==> config.mk <==
export PLATFORM = sky130hd
export DESIGN_NAME = imem_boot_loader
export DESIGN_NICKNAME = d
export VERILOG_FILES = /design/src/rtl/imem_boot_loader.sv
export SDC_FILE = /design/constraint.sdc
export NUM_CORES = 1
export LEC_CHECK = 0
export BUFFER_PORTS_ARGS = -buffer_cell sky130_fd_sc_hd__buf_2
export CAP_MARGIN = 5
export CORE_ASPECT_RATIO = 0.5
export CORE_MARGIN = 3
export CORE_UTILIZATION = 45
export CTS_CLUSTER_SIZE = 8
export DETAILED_ROUTE_END_ITERATION = 16
export SLEW_MARGIN = 20
export SYNTH_ARGS = -nofsm -noshare
export SYNTH_HDL_FRONTEND = slang
export SYNTH_SLANG_ARGS = --single-unit
==> constraint.sdc <==
create_clock -name clk -period 7.6 [get_ports clk]
set_clock_uncertainty 0.15 [all_clocks]
set_input_delay 0.76 -clock clk [delete_from_list [all_inputs] [get_ports clk]]
set_output_delay 0.76 -clock clk [all_outputs]
set_load 0.01 [all_outputs]
==> src/rtl/imem_boot_loader.sv <==
// Serial boot loader: receives a length-prefixed, XOR-checksummed byte frame,
// writes each assembled big-endian word into instruction memory and holds the core in reset until verified.
module imem_boot_loader #(
  parameter int          ADDR_W     = 8,
  parameter int          IMEM_WORDS = 256,
  parameter logic [31:0] BASE_ADDR  = 32'h0000_0000
) (
  input  logic        clk,
  input  logic        reset,
  input  logic        rx_valid,
  input  logic [7:0]  rx_data,
  output logic        rx_ready,
  input  logic        load_req,
  output logic        imem_we,
  output logic [31:0] imem_addr,
  output logic [31:0] imem_wdata,
  output logic        cpu_reset,
  output logic        done,
  output logic        error,
  output logic [15:0] words_loaded
);

  typedef enum logic [2:0] {
    S_LEN_HI,
    S_LEN_LO,
    S_DATA,
    S_CSUM,
    S_DONE,
    S_ERR
  } loadState_t;

  localparam logic [16:0] MAX_WORDS = 17'(IMEM_WORDS);

  loadState_t        state;
  logic [7:0]        lenHi;
  logic [15:0]       lenWords;
  logic [ADDR_W-1:0] wordIndex;
  logic [15:0]       wordsAssembled;
  logic [1:0]        byteCount;
  logic [23:0]       partialWord;
  logic [7:0]        csumAcc;

  logic              rxFire;
  logic [15:0]       lenNext;
  logic [15:0]       wordsNext;

  // NOTE: rx_ready decodes the state register directly so a byte offered in
  // the cycle the loader enters a terminal state is never accepted.
  assign rx_ready  = (state != S_DONE) && (state != S_ERR);
  assign rxFire    = rx_valid && rx_ready;
  assign lenNext   = {lenHi, rx_data};
  assign wordsNext = wordsAssembled + 16'd1;

  // NOTE: every register here is state, so it is updated with non-blocking
  // assignments only and cleared by the asynchronous reset.
  always_ff @(posedge clk or posedge reset) begin
    if (reset) begin
      state          <= S_LEN_HI;
      lenHi          <= '0;
      lenWords       <= '0;
      wordIndex      <= '0;
      wordsAssembled <= '0;
      byteCount      <= '0;
      partialWord    <= '0;
      csumAcc        <= '0;
      imem_we        <= 1'b0;
      imem_addr      <= BASE_ADDR;
      imem_wdata     <= '0;
      cpu_reset      <= 1'b1;
      done           <= 1'b0;
      error          <= 1'b0;
      words_loaded   <= '0;
    end else begin
      // Write strobe is a single-cycle pulse unless another word completes.
      imem_we <= 1'b0;

      if (imem_we && (words_loaded != lenWords)) begin
        words_loaded <= words_loaded + 16'd1;
      end

      if (load_req) begin
        // Restart wins over any coincident byte; a partial word is discarded.
        state          <= S_LEN_HI;
        wordIndex      <= '0;
        wordsAssembled <= '0;
        byteCount      <= '0;
        partialWord    <= '0;
        csumAcc        <= '0;
        words_loaded   <= '0;
        cpu_reset      <= 1'b1;
        done           <= 1'b0;
        error          <= 1'b0;
      end else if (rxFire) begin
        unique case (state)
          S_LEN_HI: begin
            lenHi   <= rx_data;
            csumAcc <= csumAcc ^ rx_data;
            state   <= S_LEN_LO;
          end

          S_LEN_LO: begin
            lenWords <= lenNext;
            csumAcc  <= csumAcc ^ rx_data;
            if ({1'b0, lenNext} > MAX_WORDS) begin
              state <= S_ERR;
              error <= 1'b1;
            end else if (lenNext == 16'd0) begin
              state <= S_CSUM;
            end else begin
              state <= S_DATA;
            end
          end

          S_DATA: begin
            csumAcc     <= csumAcc ^ rx_data;
            partialWord <= {partialWord[15:0], rx_data};
            byteCount   <= byteCount + 2'd1;
            if (byteCount == 2'd3) begin
              imem_we        <= 1'b1;
              imem_addr      <= BASE_ADDR + 32'({wordIndex, 2'b00});
              imem_wdata     <= {partialWord, rx_data};
              wordIndex      <= wordIndex + ADDR_W'(1);
              wordsAssembled <= wordsNext;
              if (wordsNext == lenWords) begin
                state <= S_CSUM;
              end
            end
          end

          S_CSUM: begin
            if (rx_data == csumAcc) begin
              state     <= S_DONE;
              done      <= 1'b1;
              cpu_reset <= 1'b0;
            end else begin
              state <= S_ERR;
              error <= 1'b1;
            end
          end

          default: begin
          end
        endcase
      end
    end
  end

endmodule

* After elaboration in Yosys (flattened, before gate mapping)
Cells that the tools add are included.
** Word-level totals
- Register bits after elaboration :: 145
- Bits of input ports :: 12
- Output and inout port bits :: 85
** Operators by class
- Add/subtract/negate cells :: 4
- $lt $le $gt $ge :: 1
- Eq/ne operators :: 13
- Mux-type cells :: 44
- Bitwise operators :: 2
- Reductions and logical operators :: 24
** Operators with widths (count)
- $mux 16 :: 6
- $mux 24 :: 3
- $mux 8 :: 7
- $add 16x1->16 const B :: 2
- $mux 1 :: 18
- $ne 3x3->1 const B :: 6
- $eq 16x16->1 :: 1
- $gt 16x9->1 const B :: 1
- $logic_not 16->1 :: 1
- $ne 16x16->1 :: 1
- $mux 3 :: 5
- $reduce_bool 2->1 :: 7
- $pmux 3 s4 :: 1
- $reduce_and 3->1 :: 4
- $reduce_and 4->1 :: 3
- $add 8x1->8 const B :: 1
- $eq 8x8->1 :: 1
- $xor 8x8->8 :: 1
- $eq 3x2->1 const B :: 2
- $mux 2 :: 3
- $reduce_bool 5->1 :: 1
- $reduce_and 2->1 :: 2
- $eq 3x1->1 const B :: 1
- $logic_and 1x1->1 :: 3
- other kinds (7) :: 7

* Longest topological paths before layout
- Depth after elaboration :: 7
- Depth in mapped cells :: 11

* Least setup slack after synthesis
Ideal clock, no wire load.
- Path type :: input port to flip-flop
- Start :: input port rx_valid
- End :: register imem_wdata[4]
- Data arrival time :: 2111 ps
- Setup slack :: 5214 ps
- Stages :: 8
- Path through :: and4bb_2 -> buf_4 -> and2_1 -> buf_4 -> nand2b_2 -> inv_2 -> buf_4 -> mux2_2
** Between the ends
- Cells in the longest elaborated chain, start to end :: 2
** Ends and longest elaborated chain
- start: declaration :: RTL line 10 : input logic rx_valid,
- $logic_and 1x1->1 :: RTL line 50 : assign rxFire = rx_valid && rx_ready;
- $reduce_and 4->1 (no source line)
- end signal: assignment :: RTL line 121 : imem_wdata <= {partialWord, rx_data};
- end: declaration :: RTL line 16 : output logic [31:0] imem_wdata,
Every way passes these cells.
A chain may end at the register's enable or synchronous reset.

* Final worst setup path
- Start :: register state[0]
- End :: register imem_addr[3]
** Between the ends
- Cells in the longest elaborated chain, start to end :: 4
- Elaborated cells on any way between the ends :: 6
** Ends and longest elaborated chain
- start: declaration :: RTL line 34 : loadState_t state;
- start signal: assignment :: RTL line 58 : state <= S_LEN_HI;
- start signal: assignment :: RTL line 83 : state <= S_LEN_HI;
- start signal: assignment :: RTL line 98 : state <= S_LEN_LO;
- $ne 3x3->1 :: RTL line 49 : assign rx_ready = (state != S_DONE) && (state != S_ERR);
- $logic_and 1x1->1 :: RTL line 49
- $logic_and 1x1->1 :: RTL line 50
- $reduce_and 4->1 (no source line) *
- end signal: assignment :: RTL line 120 : imem_addr <= BASE_ADDR + 32'({wordIndex, 2'b00});
- end: declaration :: RTL line 15 : output logic [31:0] imem_addr,
Mark *: on every way between the ends. The rest lies on a longest branch, timed or not.

==> flow_results.xml <==
<?xml version="1.0" encoding="UTF-8"?>
<metrics>
  <group name="run_status">
    <metric name="run_status" unit="">complete, no violations</metric>
  </group>
  <group name="cells_and_area">
    <metric name="diode_count" unit="">0</metric>
    <metric name="area.sequential" unit="sq um">3630</metric>
    <metric name="n_fill_cell" unit="">1350</metric>
    <metric name="flow.area_growth_from_synthesis" unit="%">12.8</metric>
    <metric name="most_used_cells_in_the_layout_excluding_fill_and_tap_cells" unit="">160 x sky130_fd_sc_hd__nand2_1, 144 x sky130_fd_sc_hd__dfrtp_1, 72 x sky130_fd_sc_hd__buf_2</metric>
    <metric name="share_of_cells_above_drive_strength_1" unit="%">19.7</metric>
    <metric name="area_taken_by_multi_input_logic_gates" unit="sq um">3090</metric>
    <metric name="fin_nets" unit="">784</metric>
    <metric name="layout.cells.most_common" unit="">sky130_fd_sc_hd__nand2_1</metric>
  </group>
  <group name="sta">
    <metric name="timing.max_slew.rel_slack" unit="%">33.9</metric>
    <metric name="worst-slew-pin-transition" unit="ns">0.988</metric>
    <metric name="fin_hold_ws" unit="ns">0.308</metric>
    <metric name="setup_violations" unit="">0</metric>
    <metric name="final-hold-violation-count" unit="">0</metric>
    <metric name="rsz0062_at_grt" unit="">false</metric>
    <metric name="final_max_slew_viol_count" unit="">0</metric>
    <metric name="post-route-period-util" unit="%">47.1</metric>
    <metric name="max_freq" unit="MHz">279</metric>
    <metric name="period_needed" unit="ns">3.58</metric>
    <metric name="setup_total_negative_slack" unit="ns">0</metric>
  </group>
  <group name="logic_synthesis">
    <metric name="post_synth_inst_count" unit="">712</metric>
    <metric name="synth_seq_cells" unit="">145</metric>
    <metric name="postSynth.asyncResetShare" unit="%">100</metric>
    <metric name="synth_flop_cell" unit="">sky130_fd_sc_hd__dfrtp_1</metric>
    <metric name="netlist-cell-type-count" unit="">51</metric>
    <metric name="avgSynthCellArea" unit="sq um">9.87</metric>
    <metric name="number_of_enable_flip_flop_cells_after_synthesis" unit="">0</metric>
    <metric name="synth-seq-area-share" unit="%">51.6</metric>
    <metric name="syn_area" unit="sq um">7030</metric>
    <metric name="yosys_warnings" unit="">0</metric>
  </group>
  <group name="setup_path">
    <metric name="cp.arrival" unit="ns">3.72</metric>
    <metric name="critical_path.cell_chain" unit="">and4bb_2, and2_1, nand2b_2, inv_2, mux2_2</metric>
    <metric name="timing.critical_path.fanout_max" unit="">37</metric>
    <metric name="timing.reg2reg.setup_slack" unit="ns">4.02</metric>
    <metric name="max_stage_delay" unit="ns">0.75</metric>
    <metric name="data_required_time_at_the_worst_endpoint" unit="ns">7.75</metric>
    <metric name="worst-path-buf-inv" unit="">1</metric>
    <metric name="slowest_stage" unit="">sky130_fd_sc_hd__and4bb_2</metric>
    <metric name="startpoint_type" unit="">flip-flop</metric>
    <metric name="critical_path_class" unit="">reg -&gt; reg</metric>
    <metric name="worst_setup_path_end_kind" unit="">flip-flop</metric>
    <metric name="worst_path_dominant_cell_family" unit="">simple AND/OR/NAND/NOR gates</metric>
  </group>
  <group name="global_routing">
    <metric name="antenna_found_initial" unit="">0</metric>
    <metric name="first_global_vias" unit="">4933</metric>
    <metric name="groute.usage.overall" unit="%">19.3</metric>
    <metric name="grt_start_max_net_pins" unit="">89</metric>
    <metric name="overflow" unit="">0</metric>
    <metric name="grt_first_pass_wirelength" unit="mm">26.3</metric>
  </group>
  <group name="pwr">
    <metric name="static-leakage-power" unit="nW">3.70</metric>
    <metric name="power_per_cell_area" unit="nW/um^2">238</metric>
    <metric name="total_power" unit="mW">1.89</metric>
    <metric name="max-vdd-ir-drop" unit="mV">0.173</metric>
  </group>
  <group name="die">
    <metric name="die_w" unit="um">183</metric>
    <metric name="ioPinCount" unit="">97</metric>
    <metric name="fp-row-count" unit="">31</metric>
    <metric name="core_area" unit="sq um">14900</metric>
    <metric name="effective_utilization_at_floorplan" unit="%">47.3</metric>
    <metric name="floorplan.die_area" unit="sq um">17300</metric>
    <metric name="die_h" unit="um">94.4</metric>
  </group>
  <group name="clock_network">
    <metric name="cts_root_buffer" unit="">sky130_fd_sc_hd__clkbuf_16</metric>
    <metric name="post_cts.resized_instances" unit="">0</metric>
    <metric name="hold_buf_count_cts" unit="">0</metric>
    <metric name="number_of_buffers_inserted_during_clock_tree_synthesis" unit="">17</metric>
    <metric name="tritoncts" unit="">done</metric>
    <metric name="cts_setup_buffers" unit="">0</metric>
    <metric name="clk_latency" unit="ns">0.41</metric>
    <metric name="bufs_on_longest_clock_path" unit="">2</metric>
    <metric name="h_tree_levels" unit="">4</metric>
    <metric name="clk_transition_reported_paths" unit="ns">0.07</metric>
    <metric name="numClockSinks" unit="">145</metric>
  </group>
  <group name="routing">
    <metric name="drt_iter0_markers" unit="">356</metric>
    <metric name="drt_wirelength" unit="mm">15.8</metric>
    <metric name="drtPass1Iterations" unit="">4</metric>
    <metric name="post-route-drc-count" unit="">0</metric>
    <metric name="postRouteAntennaNets" unit="">0</metric>
    <metric name="via_per_inst" unit="">5.21</metric>
    <metric name="vias" unit="">5099</metric>
    <metric name="post_drt_wl_per_cell" unit="um">16.1</metric>
  </group>
  <group name="placement">
    <metric name="gp_congestion" unit="">0.838</metric>
    <metric name="place.detailed.hpwl" unit="mm">10.5</metric>
    <metric name="placement.io_buffers" unit="">72</metric>
  </group>
  <group name="hold_path">
    <metric name="min-delay-path-class" unit="">reg -&gt; reg</metric>
  </group>
  <group name="job">
    <metric name="max_cap_viol_count" unit="">0</metric>
  </group>
</metrics>
-- cell usage after synthesis, types with 7 or more instances --
| master | instances | area share [%] |
|---|---|---|
| sky130_fd_sc_hd__nand3_1 | 12 | 0.85 |
| sky130_fd_sc_hd__xor2_1 | 31 | 3.9 |
| sky130_fd_sc_hd__or3_1 | 14 | 1.2 |
| sky130_fd_sc_hd__nor2_1 | 51 | 2.7 |
| sky130_fd_sc_hd__a21oi_1 | 43 | 3.1 |
| sky130_fd_sc_hd__buf_2 | 10 | 0.71 |
| sky130_fd_sc_hd__mux2_2 | 38 | 6.1 |
| sky130_fd_sc_hd__nor4_1 | 7 | 0.62 |
| sky130_fd_sc_hd__buf_4 | 32 | 3.4 |
| sky130_fd_sc_hd__o21ai_0 | 12 | 0.85 |
| sky130_fd_sc_hd__nor3_1 | 7 | 0.50 |
| sky130_fd_sc_hd__nand4_1 | 21 | 1.9 |
| sky130_fd_sc_hd__nand2_1 | 160 | 8.5 |
| sky130_fd_sc_hd__xnor2_1 | 49 | 6.1 |
| sky130_fd_sc_hd__dfrtp_1 | 144 | 51 |
| sky130_fd_sc_hd__clkbuf_1 | 16 | 0.85 |
| sky130_fd_sc_hd__inv_1 | 8 | 0.43 |
-- registers in the layout, indices dropped and copies added, names as in the netlist --
signal          count
error               1
partialWord        24
imem_we             1
cpu_reset           1
lenHi               8
lenWords           16
imem_wdata         32
wordsAssembled     16
byteCount           2
state               3
csumAcc             8
done                1
wordIndex           8
words_loaded       16
imem_addr           8
-- stage by stage --
step | cell area [sq um] | worst slack (ns) | cells | util (%)
floorplan | 7120 | 2.80 | 735 | -
global placement | 7380 | 3.78 | 947 | 49.7
detailed placement | 7380 | 3.67 | 947 | 49.7
CTS | 7930 | 3.95 | 978 | 53.4
global route | 7930 | 3.71 | 978 | 53.4
finish | 7930 | 4.02 | 978 | 53.4
-- final timing paths --
check                           cells after the start        endpoint       startpoint
worst max register to register                      5    imem_addr[3]         state[0]
min in group asynchronous                           2  imem_wdata[20]            reset
max in group asynchronous                           3  partialWord[5]            reset
worst max-delay path                                5    imem_addr[3]         state[0]
worst min register to register                      2  imem_wdata[31]  partialWord[23]
worst min-delay path                                2  imem_wdata[31]  partialWord[23]
-- logic make-up (layout without fill, tap and decap cells) --
logic type | count (synthesis) | after routing | synth area share [%]
other | 1 | 24 | 0.0533
adder cells (fa/ha/maj) | 4 | 4 | 0.712
AND/OR/NAND/NOR | 301 | 301 | 19.6
AO/OA/AOI/OAI | 72 | 72 | 6.02
XOR/XNOR | 80 | 80 | 9.97
flip-flops | 145 | 145 | 51.6
buffers and inverters | 69 | 114 | 5.68
multiplexers | 40 | 40 | 6.37
-- layout make-up --
class | instances | area share, %
Clock inverter | 14 | 1.62
Tap cell | 198 | 3.12
Inverter | 9 | 0.489
Multi-Input combinational cell | 521 | 38.9
Timing Repair Buffer | 74 | 4.73
Sequential cell | 145 | 45.7
Clock buffer | 17 | 5.36
-- routing by layer --
metal	GRT usage [%]	vias up	routed length [um]
met5	0	-	0
met4	5.45	0	141
met3	3.04	14	853
met2	28.1	120	6850
met1	29.8	2504	7940
li1	-	2461	-
-- worst min-delay path: stages, from the launching register on --
cell	delay, ns
sky130_fd_sc_hd__dfrtp_1	0.34
sky130_fd_sc_hd__nand2_1	0.05
sky130_fd_sc_hd__nand2_1	0.05
-- power by group --
group | switching, mW | internal (mW) | total, mW | leakage (nW)
clock network | 0.360 | 0.428 | 0.788 | 0.261
logic | 0.0971 | 0.106 | 0.203 | 1.47
registers | 0.0743 | 0.821 | 0.895 | 1.97
Note: power is estimated with default switching activity, not from simulation.
